**src/rtl/logic_unit_arbiter_pkg.sv**
```systemverilog
// Shared definitions for the two-requester bitwise logic unit arbiter:
// opcode values, FSM state encoding and default datapath widths.
package logic_unit_pkg;

  localparam int LU_WIDTH = 16;
  localparam int LU_OPW   = 2;

  localparam logic [1:0] LOP_AND = 2'b00;
  localparam logic [1:0] LOP_OR  = 2'b01;
  localparam logic [1:0] LOP_XOR = 2'b10;
  localparam logic [1:0] LOP_NOR = 2'b11;

  typedef enum logic [1:0] {
    IDLE = 2'd0,
    EXEC = 2'd1,
    RESP = 2'd2
  } lu_state_e;

endpackage

```
**src/rtl/logic_unit_arbiter_if.sv**
```systemverilog
// Request/response bundle between the two requesters and the shared logic unit.
// The master side is the requester pair; the slave side is the arbiter.
interface logic_unit_arbiter_if
  import logic_unit_pkg::*;
#(
  parameter int WIDTH = LU_WIDTH,
  parameter int OPW   = LU_OPW
);

  logic             req0_valid;
  logic             req0_ready;
  logic [OPW-1:0]   req0_op;
  logic [WIDTH-1:0] req0_a;
  logic [WIDTH-1:0] req0_b;
  logic             req1_valid;
  logic             req1_ready;
  logic [OPW-1:0]   req1_op;
  logic [WIDTH-1:0] req1_a;
  logic [WIDTH-1:0] req1_b;
  logic             rsp0_valid;
  logic             rsp0_ready;
  logic             rsp1_valid;
  logic             rsp1_ready;
  logic [WIDTH-1:0] rsp_data;
  logic             busy;

  modport master (
    output req0_valid, req0_op, req0_a, req0_b,
    output req1_valid, req1_op, req1_a, req1_b,
    output rsp0_ready, rsp1_ready,
    input  req0_ready, req1_ready, rsp0_valid, rsp1_valid, rsp_data, busy
  );

  modport slave (
    input  req0_valid, req0_op, req0_a, req0_b,
    input  req1_valid, req1_op, req1_a, req1_b,
    input  rsp0_ready, rsp1_ready,
    output req0_ready, req1_ready, rsp0_valid, rsp1_valid, rsp_data, busy
  );

endinterface

```
**src/rtl/logic16_unit.sv**
```systemverilog
// Purely combinational bitwise logic unit: AND / OR / XOR / NOR over WIDTH bits.
module logic16_unit
  import logic_unit_pkg::*;
#(
  parameter int WIDTH = LU_WIDTH
) (
  input  logic [WIDTH-1:0] a,
  input  logic [WIDTH-1:0] b,
  input  logic [1:0]       op,
  output logic [WIDTH-1:0] r
);

  // Opcode decode onto the bitwise result
  always_comb begin
    r = {WIDTH{1'b0}};
    case (op)
      LOP_AND: r = a & b;
      LOP_OR:  r = a | b;
      LOP_XOR: r = a ^ b;
      LOP_NOR: r = ~(a | b);
      default: r = {WIDTH{1'b0}};
    endcase
  end

endmodule

```
**src/rtl/logic_unit_arbiter.sv**
```systemverilog
// Round-robin arbiter sharing one logic unit between two requesters.
// Accept -> EXEC (compute) -> RESP (hold until owner takes it) -> IDLE.
module logic_unit_arbiter
  import logic_unit_pkg::*;
#(
  parameter int WIDTH = LU_WIDTH,
  parameter int OPW   = LU_OPW
) (
  input logic               clk,
  input logic               rst_n,
  logic_unit_arbiter_if.slave bus
);

  lu_state_e        state_q, state_d;
  logic             last_grant_q, last_grant_d;
  logic             owner_q, owner_d;
  logic [OPW-1:0]   op_q, op_d;
  logic [WIDTH-1:0] a_q, a_d;
  logic [WIDTH-1:0] b_q, b_d;
  logic [WIDTH-1:0] rsp_data_q, rsp_data_d;
  logic             rsp0_valid_q, rsp0_valid_d;
  logic             rsp1_valid_q, rsp1_valid_d;

  logic             grant_s;
  logic             req0_ready_s;
  logic             req1_ready_s;
  logic [WIDTH-1:0] lu_r_s;

  logic16_unit #(.WIDTH(WIDTH)) u_logic16_unit (
    .a  (a_q),
    .b  (b_q),
    .op (op_q),
    .r  (lu_r_s)
  );

  // Round-robin grant: on a tie the requester that did not win last time goes
  always_comb begin
    grant_s = 1'b0;
    if (bus.req0_valid && bus.req1_valid) begin
      grant_s = ~last_grant_q;
    end else if (bus.req1_valid) begin
      grant_s = 1'b1;
    end else begin
      grant_s = 1'b0;
    end
    req0_ready_s = (state_q == IDLE) && bus.req0_valid && !grant_s;
    req1_ready_s = (state_q == IDLE) && bus.req1_valid &&  grant_s;
  end

  // Next-state and register updates for the accept/execute/respond cycle
  always_comb begin
    state_d      = state_q;
    last_grant_d = last_grant_q;
    owner_d      = owner_q;
    op_d         = op_q;
    a_d          = a_q;
    b_d          = b_q;
    rsp_data_d   = rsp_data_q;
    rsp0_valid_d = rsp0_valid_q;
    rsp1_valid_d = rsp1_valid_q;
    case (state_q)
      IDLE: begin
        if (req0_ready_s || req1_ready_s) begin
          op_d         = grant_s ? bus.req1_op : bus.req0_op;
          a_d          = grant_s ? bus.req1_a  : bus.req0_a;
          b_d          = grant_s ? bus.req1_b  : bus.req0_b;
          owner_d      = grant_s;
          last_grant_d = grant_s;
          state_d      = EXEC;
        end else begin
          state_d = IDLE;
        end
      end
      EXEC: begin
        rsp_data_d = lu_r_s;
        if (owner_q) begin
          rsp1_valid_d = 1'b1;
        end else begin
          rsp0_valid_d = 1'b1;
        end
        state_d = RESP;
      end
      RESP: begin
        // Only the owner's ready completes the response
        if (!owner_q && bus.rsp0_ready) begin
          rsp0_valid_d = 1'b0;
          state_d      = IDLE;
        end else if (owner_q && bus.rsp1_ready) begin
          rsp1_valid_d = 1'b0;
          state_d      = IDLE;
        end else begin
          state_d = RESP;
        end
      end
      default: begin
        rsp0_valid_d = 1'b0;
        rsp1_valid_d = 1'b0;
        state_d      = IDLE;
      end
    endcase
  end

  // State and datapath registers
  always_ff @(posedge clk or negedge rst_n) begin
    if (!rst_n) begin
      state_q      <= IDLE;
      last_grant_q <= 1'b1;
      owner_q      <= 1'b0;
      op_q         <= {OPW{1'b0}};
      a_q          <= {WIDTH{1'b0}};
      b_q          <= {WIDTH{1'b0}};
      rsp_data_q   <= {WIDTH{1'b0}};
      rsp0_valid_q <= 1'b0;
      rsp1_valid_q <= 1'b0;
    end else begin
      state_q      <= state_d;
      last_grant_q <= last_grant_d;
      owner_q      <= owner_d;
      op_q         <= op_d;
      a_q          <= a_d;
      b_q          <= b_d;
      rsp_data_q   <= rsp_data_d;
      rsp0_valid_q <= rsp0_valid_d;
      rsp1_valid_q <= rsp1_valid_d;
    end
  end

  assign bus.req0_ready = req0_ready_s;
  assign bus.req1_ready = req1_ready_s;
  assign bus.rsp0_valid = rsp0_valid_q;
  assign bus.rsp1_valid = rsp1_valid_q;
  assign bus.rsp_data   = rsp_data_q;
  assign bus.busy       = (state_q != IDLE);

endmodule
```
**src/flat_wrapper.sv**
```systemverilog
// flat-port wrapper written by rule: the top's interface ports become plain ports
module logic_unit_arbiter_flat import logic_unit_pkg::*;
#(
  parameter int WIDTH = LU_WIDTH,
  parameter int OPW   = LU_OPW
)
  (clk, rst_n, bus_req0_valid, bus_req0_op, bus_req0_a, bus_req0_b, bus_req1_valid, bus_req1_op, bus_req1_a, bus_req1_b, bus_rsp0_ready, bus_rsp1_ready, bus_req0_ready, bus_req1_ready, bus_rsp0_valid, bus_rsp1_valid, bus_rsp_data, bus_busy);
  logic_unit_arbiter_if #(.WIDTH(WIDTH), .OPW(OPW)) bus_i ();
  input logic clk;
  input logic rst_n;
  input wire logic [$bits(bus_i.req0_valid)-1:0] bus_req0_valid;
  input wire logic [$bits(bus_i.req0_op)-1:0] bus_req0_op;
  input wire logic [$bits(bus_i.req0_a)-1:0] bus_req0_a;
  input wire logic [$bits(bus_i.req0_b)-1:0] bus_req0_b;
  input wire logic [$bits(bus_i.req1_valid)-1:0] bus_req1_valid;
  input wire logic [$bits(bus_i.req1_op)-1:0] bus_req1_op;
  input wire logic [$bits(bus_i.req1_a)-1:0] bus_req1_a;
  input wire logic [$bits(bus_i.req1_b)-1:0] bus_req1_b;
  input wire logic [$bits(bus_i.rsp0_ready)-1:0] bus_rsp0_ready;
  input wire logic [$bits(bus_i.rsp1_ready)-1:0] bus_rsp1_ready;
  output wire logic [$bits(bus_i.req0_ready)-1:0] bus_req0_ready;
  output wire logic [$bits(bus_i.req1_ready)-1:0] bus_req1_ready;
  output wire logic [$bits(bus_i.rsp0_valid)-1:0] bus_rsp0_valid;
  output wire logic [$bits(bus_i.rsp1_valid)-1:0] bus_rsp1_valid;
  output wire logic [$bits(bus_i.rsp_data)-1:0] bus_rsp_data;
  output wire logic [$bits(bus_i.busy)-1:0] bus_busy;
  assign bus_i.req0_valid = bus_req0_valid;
  assign bus_i.req0_op = bus_req0_op;
  assign bus_i.req0_a = bus_req0_a;
  assign bus_i.req0_b = bus_req0_b;
  assign bus_i.req1_valid = bus_req1_valid;
  assign bus_i.req1_op = bus_req1_op;
  assign bus_i.req1_a = bus_req1_a;
  assign bus_i.req1_b = bus_req1_b;
  assign bus_i.rsp0_ready = bus_rsp0_ready;
  assign bus_i.rsp1_ready = bus_rsp1_ready;
  assign bus_req0_ready = bus_i.req0_ready;
  assign bus_req1_ready = bus_i.req1_ready;
  assign bus_rsp0_valid = bus_i.rsp0_valid;
  assign bus_rsp1_valid = bus_i.rsp1_valid;
  assign bus_rsp_data = bus_i.rsp_data;
  assign bus_busy = bus_i.busy;
  logic_unit_arbiter #(.WIDTH(WIDTH), .OPW(OPW)) u_core (.clk(clk), .rst_n(rst_n), .bus(bus_i));
endmodule
```
**config.mk**
```make
export PLATFORM = sky130hd
export DESIGN_NAME = logic_unit_arbiter_flat
export DESIGN_NICKNAME = d
export VERILOG_FILES = /design/src/rtl/logic_unit_arbiter_pkg.sv /design/src/rtl/logic_unit_arbiter_if.sv /design/src/rtl/logic16_unit.sv /design/src/rtl/logic_unit_arbiter.sv /design/src/flat_wrapper.sv
export SDC_FILE = /design/constraint.sdc
export NUM_CORES = 1
export LEC_CHECK = 0
export BUFFER_PORTS_ARGS = -buffer_cell sky130_fd_sc_hd__buf_4
export CAP_MARGIN = 20
export CELL_PAD_IN_SITES_DETAIL_PLACEMENT = 1
export CELL_PAD_IN_SITES_GLOBAL_PLACEMENT = 2
export CORE_ASPECT_RATIO = 1.1
export CORE_MARGIN = 5
export CORE_UTILIZATION = 31
export CTS_BUF_LIST = sky130_fd_sc_hd__clkbuf_8
export CTS_CLUSTER_SIZE = 8
export DETAILED_ROUTE_END_ITERATION = 8
export GPL_ROUTABILITY_DRIVEN = 0
export PLACE_DENSITY_LB_ADDON = 0.15
export SLEW_MARGIN = 20
export SYNTH_ARGS = -nofsm -noshare
export SYNTH_HDL_FRONTEND = slang
export SYNTH_SLANG_ARGS = --single-unit
```
**constraint.sdc**
```tcl
create_clock -name clk -period 1.56 [get_ports clk]
set_input_delay 0.312 -clock clk [delete_from_list [all_inputs] [get_ports clk]]
set_output_delay 0.312 -clock clk [all_outputs]
set_load 0.03 [all_outputs]
```
==> impl_metrics.csv, run 1 <==
group,metric,value,unit
outcome,status,"complete, but fails checks",
outcome,failed_checks,"setup timing",
synth,ys_types,26,
cts,path_clk_slew,100,ps
finish,synthToLayoutAreaGrowth,33.1,%
finish,mostFrequentLayoutCells,"buf_4 (106), mux2i_1 (94), dfrtp_1 (54), inv_1 (51), ha_1 (32)",
timing,final.period_utilization,106,%
cts,cts_inserted_buffers,5,
finish,final_net_count,522,
routing,drt-initial-drc-count,33,
power,powerDensity,1890,nW/um2
finish,drive_above_1_share,35.0,%
routing,route.detailed.wl_per_inst,15.9,um
timing,maxSlewViolCount,0,
die,initial_core_util,31.9,%
cts,cts_max_level,2,
die,die_y,122,um
synth,syn_inst,308,
grt,grt_pass1_vias,2948,
power,total_power,0.00884,W
synth,yosysWarnings,0,
routing,routed_via_density,4.60,
synth,ys_ff_latch,56,
finish,post-route-util,42.4,%
cts,cts-root-buf,"clkbuf_8",
cts,clk_latency,320,ps
grt,grt_usage,13.6,%
grt,grt_pass1_wl,14.8,mm
power,ir_worst_vdd,732,uV
timing,fin_crit,1660,ps
die,die-area,13500,um2
finish,fin_area,4670,um2
placed_design,place_inst,546,
routing,antenna_violating_nets_post_route,0,
synth,syn_area,3510,um2
timing,rsz0062_at_grt,"true",
cts,clk_path_buf_depth,2,
grt,antenna_found_initial,0,
worst_setup_path,critical_path_class,"reg2out",
timing,setup_viol,3,
finish,layout_commonest_cell,"buf_4",
synth,syn_avg_cell_area,11.4,um2
min_path,hp-class,"in2reg",
worst_setup_path,critPathMaxFanout,4,
routing,drc_errors,0,
timing,final.setup.tns,-196,ps
job,maxCapViolCount,0,
routing,vias,2593,
placed_design,dp_hpwl,6.66,mm
timing,fin_ws,-99.1,ps
power,p_leak,2.50,nW
worst_setup_path,worstSetupStartpointType,"flip-flop",
synth,yosysSeqAreaShare,40.0,%
timing,hold_viol,0,
timing,tightest_slew,431,ps
cts,cts_sinks,56,
timing,relSlewSlack,71.2,%
die,fp.coreArea,11000,um2
synth,synth_nets,414,
cts,tritoncts,"done",
grt,gr-total-overflow,0,
finish,num_antenna_cells,0,
worst_setup_path,worstPathArrival,1350,ps
die,io_pins,95,
routing,dr.pass1.iters,4,
grt,grt_max_degree,31,
timing,fmax,0.603,GHz
routing,wl,8.95,mm
worst_setup_path,cp-end-kind,"output port",
die,rows,40,
finish,layout.cells.non_filler,564,
placed_design,postPlaceCellArea,4450,um2
die,dieWidth,111,um
timing,fin_skew,4.14,ps
worst_setup_path,cp.required,1250,ps
placed_design,port_buffers,94,
-- cell usage after synthesis --
master / count / share of area (%)
nand2_1: 17 / 1.8
and3_1: 1 / 0.18
mux2_2: 2 / 0.64
o221ai_1: 6 / 1.5
dfrtp_1: 55 / 39
inv_1: 50 / 5.3
a31oi_1: 1 / 0.18
nor2_1: 3 / 0.32
nand3_1: 1 / 0.14
o21a_1: 1 / 0.21
or2_1: 1 / 0.18
mux2i_1: 96 / 27
nand3b_1: 1 / 0.21
clkbuf_1: 1 / 0.11
nand2b_1: 3 / 0.54
o22ai_1: 1 / 0.18
nor2b_1: 1 / 0.18
mux2_1: 2 / 0.64
buf_4: 3 / 0.64
dfstp_2: 1 / 0.75
o221ai_2: 10 / 4.3
ha_1: 32 / 11
buf_2: 7 / 1.0
a21bo_2: 1 / 0.29
buf_6: 6 / 1.9
a21oi_1: 5 / 0.71
-- report_power, final --
part / internal (W) / switching, W
sequential: 0.00220 / 0.000475
combinational: 0.00246 / 0.00284
clock: 0.000352 / 0.000500
-- worst paths after layout --
kind                            depth (start not counted)                 endpoint                     from  slack [ps]
worst max-delay path                                    3           bus_req0_ready      u_core.last_grant_q        -100
worst min-delay path                                    2      u_core.last_grant_q           bus_req0_valid         190
min in group asynchronous                               2   u_core.bus.rsp_data[1]                    rst_n         470
worst min register to register                          2  u_core.bus.rsp_data[14]  u_core.bus.rsp_data[14]         500
worst max register to register                          5           u_core.op_q[1]      u_core.last_grant_q         -20
max in group asynchronous                               3      u_core.last_grant_q                    rst_n         530
-- through the flow --
step | hold WS [ps] | worst slack [ps]
floorplan | 16.4 | -40.1
global placement | 287 | 83.1
detailed placement | 289 | 52.0
CTS | 158 | -109
global route | 187 | -160
finish | 188 | -99.1
-- area by class of cell --
type	instances	area (um2)
Fill cell	1203	6340
Clock inverter	2	7.51
Inverter	50	188
Sequential cell	56	1400
Tap cell	147	184
Clock buffer	6	82.6
Multi-Input combinational cell	185	1830
Timing Repair Buffer	118	977
-- flip-flops by register name, indices dropped and copies added (netlist names) --
name and cells:
u_core.a_q 16, u_core.b_q 16, u_core.bus.rsp0_valid 1, u_core.bus.rsp1_valid 1, u_core.bus.rsp_data 16, u_core.last_grant_q 1
u_core.op_q 2, u_core.owner_q 1, u_core.state_q 2
-- worst max-delay path, stage by stage (launching register included) --
cell	delay, ps
dfstp_2	560
a21bo_4	170
and3_4	190
buf_6	120
-- cells by family (layout without fill, tap and decap cells) --
logic type	count (synthesis)	after routing	share of synthesized area [%]
AOI/OAI and AO/OA	25	25	7.35
adders and majority gates	32	32	11.4
buffers and inverters	67	176	9.02
DFF	56	56	40.0
muxes	100	100	28.7
and+or+nand+nor	28	28	3.57
-- repair_timing --
action / 4_1_cts / 5_1_grt
setup endpoints to repair: 3 / 20
pin swaps: 2 / 2
endpoints found under the hold margin: 27 / 0
hold buffers: 1 / 0
buffers inserted: 5 / 4
gates resized for setup: 5 / 10
-- per-layer routing --
metal | up-vias | GRT usage (%) | wire (um)
met5 | - | 0 | 0
met3 | 6 | 3.38 | 372
met1 | 1264 | 16.6 | 3940
li1 | 1263 | - | -
met4 | 0 | 3.42 | 94
met2 | 60 | 24.1 | 4550
Power figures use the tool's default switching activity.
==> run 2: changes to the inputs <==
- CORE_MARGIN: 5 -> 2
- SKIP_LAST_GASP: not set -> 1
==> impl_metrics.csv, run 2 (same netlist as run 1, synthesis figures left out) <==
group,metric,value,unit
finish,num_antenna_cells,0,
worst_setup_path,critPathMaxFanout,3,
routing,wl_met1,3.73,mm
die,rows,40,
die,die_y,116,um
timing,relSlewSlack,74.0,%
finish,layout.cells.non_filler,566,
placed_design,place_inst,547,
cts,tritoncts,"done",
outcome,status,"complete, but fails checks",
finish,drive_above_1_share,34.8,%
finish,mostFrequentLayoutCells,"buf_4 (110), mux2i_1 (95), dfrtp_1 (54), inv_1 (51), ha_1 (32)",
routing,drt-initial-drc-count,34,
worst_setup_path,critical_path_class,"reg2out",
power,ir_worst_vdd,662,uV
finish,fillerInstances,1244,
placed_design,dp_slack,26.3,ps
grt,grt_pass1_vias,2862,
grt,grt_pass1_wl,13.7,mm
die,initial_core_util,32.0,%
min_path,hp-class,"in2reg",
cts,path_clk_slew,90,ps
worst_setup_path,rr_worst_depth,5,
outcome,failed_checks,"setup timing",
finish,layout_commonest_cell,"buf_4",
routing,vias,2622,
cts,cts_inserted_buffers,5,
die,fp.coreArea,11000,um2
timing,fin_ws,-58.8,ps
cts,cts-root-buf,"clkbuf_8",
die,io_pins,95,
routing,routed_via_density,4.63,
timing,tightest_slew,390,ps
routing,route.detailed.wl_per_inst,15.1,um
timing,rsz0062_at_grt,"true",
grt,gr-total-overflow,0,
worst_setup_path,cp.required,1250,ps
grt,grt_usage,14.2,%
timing,setup_viol,3,
power,total_power,0.00874,W
cts,cts_max_level,2,
grt,grt_max_degree,28,
timing,fin_crit,1620,ps
routing,dr.pass1.iters,3,
finish,synthToLayoutAreaGrowth,33.2,%
worst_setup_path,worstPathArrival,1310,ps
grt,antenna_found_initial,0,
die,dieWidth,105,um
placed_design,postPlaceCellArea,4440,um2
timing,fmax,0.618,GHz
power,p_leak,2.50,nW
routing,antenna_violating_nets_post_route,0,
cts,cts_sinks,56,
finish,regArea,1400,um2
placed_design,dp_hpwl,6.17,mm
finish,final_net_count,525,
finish,multi_input_area,1810,um2
worst_setup_path,worstSetupStartpointType,"flip-flop",
cts,clk_latency,310,ps
min_path,hold_path_depth,2,
routing,drc_errors,0,
routing,wl,8.55,mm
placed_design,port_buffers,94,
routing,met2_length,4.41,mm
timing,final.period_utilization,104,%
power,powerDensity,1870,nW/um2
timing,fin_skew,7.07,ps
worst_setup_path,cp-end-kind,"output port",
timing,hold_viol,0,
timing,maxSlewViolCount,0,
finish,fin_area,4670,um2
job,maxCapViolCount,0,
routing,top_layer_used,"met4",
cts,clk_path_buf_depth,2,
routing,dr_wl_met3,325,um
die,die-area,12200,um2
## run 2: changes by cell type in the layout (fill, tap and decap cells not counted), sizes merged
cell    before  now
clkinv       0    1
buf        117  119
inv         52   51
## run 2: critical path: stages (launching register included)
cell	delay [ps]
dfstp_2	550
a21bo_4	150
and3_4	180
buf_6	120
## run 2: routing by layer
| metal | global-route usage [%] | vias up |
|---|---|---|
| li1 | - | 1265 |
| met1 | 17.4 | 1293 |
| met2 | 26.0 | 57 |
| met3 | 2.36 | 7 |
| met4 | 3.47 | 0 |
| met5 | 0 | - |
## run 2: timing repair
action                                  in CTS  in global routing
pin swaps                                    3                  2
hold buffers                                 1                  0
gates resized for setup                      3                  5
cloned                                       0                  1
endpoints found under the hold margin       23                  0
endpoints found under the setup margin       3                 11
setup buffers                                8                  2
## run 2: layout make-up
| type | count | share of cell area, % |
|---|---|---|
| Tap cell | 147 | 3.94 |
| Inverter | 50 | 4.02 |
| Clock buffer | 5 | 1.47 |
| Timing Repair Buffer | 121 | 21.6 |
| Multi-Input combinational cell | 185 | 38.7 |
| Sequential cell | 56 | 30.0 |
| Clock inverter | 2 | 0.187 |
## run 2: final timing paths
path | start | endpoint | slack [ps]
max | u_core.last_grant_q | bus_req0_ready | -60
min reg2reg | u_core.bus.rsp_data[2] | u_core.bus.rsp_data[2] | 520
min in group asynchronous | rst_n | u_core.a_q[2] | 460
max in group asynchronous | rst_n | u_core.b_q[5] | 560
max reg2reg | u_core.last_grant_q | u_core.b_q[5] | 0
min | bus_req0_valid | u_core.last_grant_q | 190
## run 2: per-stage QoR
step / hold WS, ps / setup TNS [ps] / util, %
2_1_floorplan: 16.4 / -40.1 / -
3_3_place_gp: 263 / 0 / 40.5
3_5_place_dp: 273 / 0 / 40.5
4_1_cts: 174 / -112 / 42.1
5_1_grt: 180 / -429 / 42.6
6_report: 186 / -84.7 / 42.6
## run 2: power by group
| group | leakage [nW] | total [W] | internal (W) | switching (W) |
|---|---|---|---|---|
| clock | 0.0452 | 0.000771 | 0.000301 | 0.000470 |
| sequential | 0.667 | 0.00266 | 0.00221 | 0.000450 |
| combinational | 1.79 | 0.00531 | 0.00247 | 0.00284 |
| total | 2.50 | 0.00874 | 0.00498 | 0.00376 |
